<file path="config.mk">
export PLATFORM = sky130hd
export DESIGN_NAME = adder_arbiter
export DESIGN_NICKNAME = d
export VERILOG_FILES = /design/src/rtl/adder_arb_pkg.sv /design/src/rtl/adder.sv /design/src/rtl/adder_arbiter_rr_arbiter.sv /design/src/rtl/adder_arbiter.sv
export SDC_FILE = /design/constraint.sdc
export NUM_CORES = 1
export LEC_CHECK = 0
export ABC_CLOCK_PERIOD_IN_PS = 6700
export CORE_AREA = 2 2 229 231
export CTS_CLUSTER_SIZE = 30
export DETAILED_ROUTE_END_ITERATION = 6
export DIE_AREA = 0 0 231 233
export HOLD_SLACK_MARGIN = 0.06
export MAX_ROUTING_LAYER = met4
export SYNTH_ARGS = -nofsm -noshare
export SYNTH_HDL_FRONTEND = slang
export SYNTH_SLANG_ARGS = --single-unit
</file>
<file path="constraint.sdc">
create_clock -name clk -period 6.7 [get_ports clk]
set_clock_uncertainty 0.2 [all_clocks]
set_input_delay 1.675 -clock clk [delete_from_list [all_inputs] [get_ports clk]]
set_output_delay 1.675 -clock clk [all_outputs]
set_load 0.01 [all_outputs]
</file>
<file path="src/rtl/adder_arb_pkg.sv">
// Shared types and default sizing for the adder arbiter slice.
package adder_arb_pkg;

    localparam int unsigned DEF_N    = 64;
    localparam int unsigned DEF_NREQ = 4;

    typedef enum logic {
        EMPTY = 1'b0,
        FULL  = 1'b1
    } state_t;

    typedef logic [DEF_N-1:0] operand_t;

endpackage

</file>
<file path="src/rtl/adder.sv">
// Plain N-bit adder; carry-out is dropped so sums wrap modulo 2^N.
module adder #(
    parameter int N = 64
) (
    input  logic [N-1:0] a_i,
    input  logic [N-1:0] b_i,
    output logic [N-1:0] sum_o
);

    assign sum_o = a_i + b_i;

endmodule

</file>
<file path="src/rtl/adder_arbiter_rr_arbiter.sv">
// Combinational round-robin picker: first set request at or after ptr_i, wrapping.
module rr_arbiter #(
    parameter int NREQ = 4,
    parameter int IDW  = $clog2(NREQ)
) (
    input  logic [NREQ-1:0] req_i,
    input  logic [IDW-1:0]  ptr_i,
    output logic [NREQ-1:0] gnt_o,
    output logic [IDW-1:0]  gnt_idx_o
);

    logic           found;
    logic [IDW-1:0] idx;

    // NOTE: every variable written here gets a default first, otherwise a latch is inferred.
    always_comb begin
        gnt_o     = '0;
        gnt_idx_o = '0;
        found     = 1'b0;
        idx       = '0;
        for (int i = 0; i < NREQ; i++) begin
            idx = IDW'((int'(ptr_i) + i) % NREQ);
            if (!found && req_i[idx]) begin
                found      = 1'b1;
                gnt_o[idx] = 1'b1;
                gnt_idx_o  = idx;
            end
        end
    end

endmodule

</file>
<file path="src/rtl/adder_arbiter.sv">
// Round-robin sharing of one adder among NREQ requesters, result held in a
// single tagged output register with valid/ready toward the consumer.
module adder_arbiter
    import adder_arb_pkg::*;
#(
    parameter int N    = DEF_N,
    parameter int NREQ = DEF_NREQ,
    parameter int IDW  = $clog2(NREQ)
) (
    input  logic                     clk,
    input  logic                     reset,
    input  logic [NREQ-1:0]          req_valid,
    input  logic [NREQ-1:0][N-1:0]   req_a,
    input  logic [NREQ-1:0][N-1:0]   req_b,
    output logic [NREQ-1:0]          req_ready,
    output logic                     rsp_valid,
    input  logic                     rsp_ready,
    output logic [N-1:0]             rsp_sum,
    output logic [IDW-1:0]           rsp_id,
    output logic                     busy
);

    state_t          state_q, state_d;
    logic [IDW-1:0]  rr_ptr_q, rr_ptr_d;
    logic [N-1:0]    sum_q, sum_d;
    logic [IDW-1:0]  id_q, id_d;

    logic [NREQ-1:0] arb_gnt;
    logic [IDW-1:0]  arb_idx;
    logic [N-1:0]    add_sum;
    logic            can_accept;
    logic            fire;

    rr_arbiter #(
        .NREQ (NREQ),
        .IDW  (IDW)
    ) u_rr_arbiter (
        .req_i     (req_valid),
        .ptr_i     (rr_ptr_q),
        .gnt_o     (arb_gnt),
        .gnt_idx_o (arb_idx)
    );

    adder #(
        .N (N)
    ) u_adder (
        .a_i   (req_a[arb_idx]),
        .b_i   (req_b[arb_idx]),
        .sum_o (add_sum)
    );

    // A consumer pop in the same cycle frees the register, so accept back-to-back.
    assign can_accept = (state_q == EMPTY) | rsp_ready;
    assign fire       = can_accept & (|req_valid);
    assign req_ready  = fire ? arb_gnt : '0;

    always_comb begin
        state_d  = state_q;
        rr_ptr_d = rr_ptr_q;
        sum_d    = sum_q;
        id_d     = id_q;
        unique case (state_q)
            EMPTY: if (fire) state_d = FULL;
            FULL:  if (!fire && rsp_ready) state_d = EMPTY;
            default: state_d = EMPTY;
        endcase
        if (fire) begin
            sum_d    = add_sum;
            id_d     = arb_idx;
            rr_ptr_d = (arb_idx == IDW'(NREQ - 1)) ? '0 : arb_idx + IDW'(1);
        end
    end

    // NOTE: sequential state uses non-blocking assignments so all registers update together.
    always_ff @(posedge clk or negedge reset) begin
        if (!reset) begin
            state_q  <= EMPTY;
            rr_ptr_q <= '0;
            sum_q    <= '0;
            id_q     <= '0;
        end else begin
            state_q  <= state_d;
            rr_ptr_q <= rr_ptr_d;
            sum_q    <= sum_d;
            id_q     <= id_d;
        end
    end

    assign rsp_valid = (state_q == FULL);
    assign rsp_sum   = sum_q;
    assign rsp_id    = id_q;
    assign busy      = rsp_valid & ~rsp_ready;

endmodule
</file>
After elaboration in Yosys (flattened, before gate mapping). Index checks and enable logic that the tools add are counted.

Bits in registers: 69.

Add/subtract/negate cells: 5. $lt $le $gt $ge: 9. Equal/unequal tests: 1. Mux-type cells: 36. Bitwise logic cells: 8. Reductions and logical operators: 13.

Operators by type and width (count): binary-select mux 64 bit (select 2 bit) (2); 2-to-1 mux 64 bit (2); adder 64 bit (1); 2-to-1 mux 4 bit (5); < comparator 2 x 3 -> 1 bit (second input constant) (5); 2-to-1 mux 1 bit (13); OR 4 bit (3); 2-to-1 mux 2 bit (5); binary-select mux 1 bit (select 2 bit) (4); demux 1 bit (select 2 bit) (4); >= comparator 2 x 1 -> 1 bit (second input constant) (4); logical AND 1 bit (8); adder 2 x 1 -> 2 bit (second input constant) (2); adder 2 bit (second input constant) (2); logical NOT 1 bit (4); OR reduction 4 bit (1); AND 1 bit (2); == test 2 bit (second input constant) (1); inverter 1 bit (2); one-hot mux 1 bit (2 select lines) (1); OR 1 bit (1).

Longest topological paths before layout.
Word-level depth: 15. Gate-level depth with buffers: 23.

Hierarchy. A second synthesis with hierarchy kept.

Cell total of the unflattened synthesis: 938. Area total of the unflattened synthesis: 10035.9 um^2.

By module, submodules not included: adder_arbiter (times used 1, cells an instance 311, area an instance 5694.2 um^2); adder (times used 1, cells an instance 579, area an instance 3902.5 um^2); rr_arbiter (times used 1, cells an instance 48, area an instance 439.2 um^2).

Worst setup path before layout. No wires, ideal clock.

Kind: input to register. Start point: in req_valid[2]. End point: reg sum_q[56], in the netlist rsp_sum[56]. Setup time: 131 ps. Data arrival time: 5592 ps. Data required time: 6369 ps. Slack: 777 ps. Stages: 18. Path buffers: 1. Cells stage by stage: mux4_2 clkinv_1 nor2_1 o31ai_4 buf_4 mux4_2 ha_1 fa_1 a211oi_1 o21bai_1 a31oi_1 o211ai_2 nor4_1 nor3_2 a211oi_2 o31ai_1 xnor2_1 o21ai_1.

Cells in the longest elaborated chain, start to end: 15. Elaborated cells on any way between the ends: 28.

Ends and longest elaborated chain: from (decl) (RTL line adder_arbiter.sv:12) `input logic [NREQ-1:0] req_valid,`; binary-select mux 1 bit (select 2 bit) (RTL line adder_arbiter_rr_arbiter.sv:23) `if (!found && req_i[idx]) begin`; 2-to-1 mux 1 bit (implied by the code) (RTL line adder_arbiter_rr_arbiter.sv:23); 2-to-1 mux 1 bit (RTL line adder_arbiter_rr_arbiter.sv:23); logical NOT 1 bit (RTL line adder_arbiter_rr_arbiter.sv:23); logical AND 1 bit (RTL line adder_arbiter_rr_arbiter.sv:23); 2-to-1 mux 1 bit (RTL line adder_arbiter_rr_arbiter.sv:23); logical NOT 1 bit (RTL line adder_arbiter_rr_arbiter.sv:23); logical AND 1 bit (RTL line adder_arbiter_rr_arbiter.sv:23); 2-to-1 mux 1 bit (RTL line adder_arbiter_rr_arbiter.sv:23); logical NOT 1 bit (RTL line adder_arbiter_rr_arbiter.sv:23); logical AND 1 bit (RTL line adder_arbiter_rr_arbiter.sv:23); 2-to-1 mux 2 bit (RTL line adder_arbiter_rr_arbiter.sv:23); binary-select mux 64 bit (select 2 bit), on equally long branches (RTL line adder_arbiter.sv:47, adder_arbiter.sv:48); 2-to-1 mux 64 bit, on equally long branches (RTL line adder_arbiter.sv:47, adder_arbiter.sv:48); adder 64 bit (RTL line adder.sv:10) `assign sum_o = a_i + b_i;`; to (signal assigned) (RTL line adder_arbiter.sv:84) `sum_q <= sum_d;`; to (decl) (RTL line adder_arbiter.sv:25) `logic [N-1:0] sum_q, sum_d;`.

Several ways; a longest one is shown, not always the timed one. The select of a mux whose other input is x is not followed. A chain may end at the register's enable or synchronous reset.

Final worst setup path.
Start point: in req_valid[0]. End point: reg sum_q[48], in the netlist rsp_sum[48].

The elaborated chain is that of the path after synthesis.

==> flow_summary_export.csv <==
group,metric,value,unit
outcome,status,"complete, no violations",
cts,clk_path_buf_depth,2,
setup_path,cp_data_required_time,6.72,ns
floorplan,rows,83,
sta,hold_viol_final,0,
final_layout,fin_nets,2337,
floorplan,io_pins,591,
setup_path,worst-path-buf-inv,8,
final_layout,multi_input_area,7860,sq um
setup_path,reg2reg_setup_slack,0.95,ns
sta,post-route-period-util,97.4,%
yosys,synth_area_leaders,"mux4_2 30%, dfrtp_1 18%, ha_1 9.1%",
yosys,synth_fa_ha_area_share,9.33,%
route,drc,0,
yosys,synth-simple-area-share,11.3,%
final_layout,fin_cells,2440,
hold_path,hp-class,"reg2reg",
final_layout,drive_above_1_share,25.5,%
global_route,antenna_found_initial,12,
setup_path,cp-start-kind,"input port",
yosys,syn_nets,1574,
sta,finalMaxSlewViolations,0,
sta,setup_violations,0,
setup_path,cpMostUsedCell,"buf_4",
cts,cts_buffers,9,
cts,clk_latency,0.37,ns
cts,cts_hold_buf,0,
route,routedWlPerCell,22.9,um
cts,cts_sinks,69,
sta,fmax,153,MHz
yosys,synthXorXnorAreaFrac,5.85,%
setup_path,r2r_end,"rsp_sum[48]",
hold_path,hold_path_depth,2,
yosys,ys_types,73,
yosys,synth_top_flop_cell,"dfrtp_1",
global_route,track_usage,20.4,%
setup_path,crit_slowest_cell,"mux4_2",
sta,worst-slew-pin-transition,0.811,ns
setup_path,crit_fanout,10,
yosys,netlist_instances,983,
route,final_antenna_net_count,0,
route,viasPerCell,4.71,
yosys,postSynthAreaPerCell,9.91,sq um
floorplan,core-area,51100,sq um
floorplan,start_util,19.1,%
yosys,synth.top_cell.area_share,29.6,%
route,first_iter_violations,617,
yosys,synth_top_family_by_area,"multiplexers",
yosys,synth-edff-count,0,
route,routed_wirelength,55800,um
global_route,grt_pass1_vias,12176,
hold_path,min_from,"rsp_sum[18]",
setup_path,critPathKind,"in2reg",
yosys,async_reset_ff_share,100,%
yosys,synth-seq-area-share,17.7,%
cts,clk_pin_slew,0.06,ns
sta,relSlewSlack,45.9,%
sta,setup_total_negative_slack,0,ns
place,place_congestion,0.894,
yosys,ys_ff_latch,69,
place,dp.cells,2399,
yosys,netlist_area,9740,sq um
cts,cts_tree,"built",
sta,min_period,6.53,ns
run,maxCapViolCount,0,
sta,setup_ws,0.172,ns
floorplan,die_h,233,um
setup_path,reg2reg_depth,23,
place,port_buffers,590,
setup_path,path_delay_family,"buffers and inverters",
final_layout,fillers,5150,
cts,cts_root_buffer,"clkbuf_16",
setup_path,rr_startpoint,"rr_ptr_q[1]",
yosys,synth_mux_area_share,30.3,%
cts,h-tree-depth,3,
setup_path,arrival,6.55,ns
global_route,grt_max_degree,78,
route,vias,11491,
floorplan,fp.dieW,231,um
yosys,synth-compound-area-share,20.7,%
yosys,synth_top_cell_by_area,"mux4_2",
yosys,yosysWarnings,0,
final_layout,seq_area,1730,sq um
global_route,grt_pass1_wl,78000,um
route,firstDrtPassIters,7,
global_route,grt_overflow,0,
floorplan,die-area,53800,sq um
setup_path,critPathCaptureType,"flip-flop",
place,hpwl,47900,um
setup_path,path_cells,"clkdlybuf4s50_1 > mux4_2 > clkinv_1 > nor2_1 > o31ai_4 > buf_4 > buf_12 > buf_12 > mux4_2 > ha_2 > buf_4 > and4_1 > o2111ai_1 > o211ai_4 > nor4_4 > nor3_2 > buf_4 > a21oi_1 > buf_4 > o41ai_2 > xnor2_1 > o21ai_1",
place,dp_slack,-0.563,ns
final_layout,syn2layout_area_growth,92.4,%
hold_path,min_to,"rsp_sum[18]",
setup_path,slowest_delay,0.51,ns
[cells in the mapped netlist, types with 6 or more instances]
master,number
a21o_1,39
o21a_1,8
xor2_1,23
o31ai_1,7
o21ai_1,25
xnor2_1,42
and2_1,6
nor2b_1,6
a21oi_1,91
a211oi_1,6
clkbuf_1,30
buf_2,11
mux4_2,128
nor3_1,7
o21ai_0,72
buf_1,8
nand3_1,17
nand2_1,116
ha_1,71
o21bai_1,13
nand4_1,16
a31oi_1,7
and3_1,7
dfrtp_1,69
inv_1,24
buf_6,11
nor2_1,35
[metal layers]
layer	track usage (%)	vias to the layer above	share of wire, %
li1	-	5374	-
met3	5.09	60	6.5
met1	24.1	5638	42
met5	-	-	0
met2	34.1	419	49
met4	5.97	0	2.4
[placed cells by master (no fill, tap or decap), types with 7 or more instances in the layout]
cell type          n
nand2_1          115
dfrtp_1           69
xnor2_1           42
o21a_1             8
a21oi_1           84
o21ai_0           67
o21bai_1          12
diode_2           10
xor2_1            23
nor3_1             7
o21ai_1           25
nand4_1           16
mux4_2           128
buf_4            212
a21oi_2           10
clkdlybuf4s50_1  589
nor2_1            35
clkbuf_16         13
nand3_1           16
and3_1             7
ha_1              61
inv_1             24
a21o_1            39
buf_12             9
[worst reg2reg max path, cell delays in order, from the launching register on]
cell and delay [ns]:
dfrtp_1 0.56, inv_1 0.20, ha_1 0.39, mux4_2 0.36, clkinv_1 0.07, nor2_1 0.07
o31ai_4 0.28, buf_4 0.18, buf_12 0.17, buf_12 0.17, mux4_2 0.53, ha_2 0.40
buf_4 0.16, and4_1 0.24, o2111ai_1 0.23, o211ai_4 0.20, nor4_4 0.08, nor3_2 0.17
buf_4 0.16, a21oi_1 0.07, buf_4 0.17, o41ai_2 0.30, xnor2_1 0.18, o21ai_1 0.08
[repair_timing]
item,4_1_cts,5_1_grt
buffers inserted,2,10
setup endpoints to repair,12,28
pin swaps,1,14
cloned,0,4
gates resized for setup,4,62
[stage by stage]
| stage | utilization, % | instance area [sq um] | hold WS (ns) |
|---|---|---|---|
| 2_1_floorplan | - | 9740 | 0.316 |
| 3_3_place_gp | 34.9 | 17800 | 0.263 |
| 3_5_place_dp | 34.9 | 17800 | 0.270 |
| 4_1_cts | 35.6 | 18200 | 0.284 |
| 5_1_grt | 36.7 | 18700 | 0.313 |
| 6_report | 36.7 | 18700 | 0.278 |
[flip-flops by register name, indices dropped and copies added, names as in the netlist]
| name | cells |
|---|---|
| rsp_id | 2 |
| rr_ptr_q | 2 |
| rsp_sum | 64 |
| rsp_valid | 1 |
[final cells by class]
class,count,share of cell area (%)
multi-input cells,822,42.0
repair buffers,818,41.9
flip-flops and latches,69,9.22
well taps,680,4.54
clock buffers,10,1.28
inverters,26,0.521
clock inverters,5,0.448
diodes,10,0.134
[how the worst max path moves through the flow]
| stage | start | end | cells past startpoint |
|---|---|---|---|
| CTS | req_valid[0] | rsp_sum[63] | 23 |
| finish | req_valid[0] | rsp_sum[48] | 22 |
| global route | req_valid[0] | rsp_sum[63] | 22 |
| detailed placement | req_valid[0] | rsp_sum[63] | 20 |
| global placement | req_valid[0] | rsp_sum[63] | 19 |
| floorplan | req_valid[2] | rsp_sum[56] | 18 |
[kinds of logic after synthesis]
kind of cell | count (synthesis)
buffers and inverters | 92
xor gates and xnor gates | 65
and+or+nand+nor | 235
adders and majority gates | 72
muxes | 134
AOI/OAI and AO/OA | 316
DFF | 69
Power is left out: the tool's default activity adds up to more than one toggle a clock period on the data nets, which glitch-free logic cannot reach.
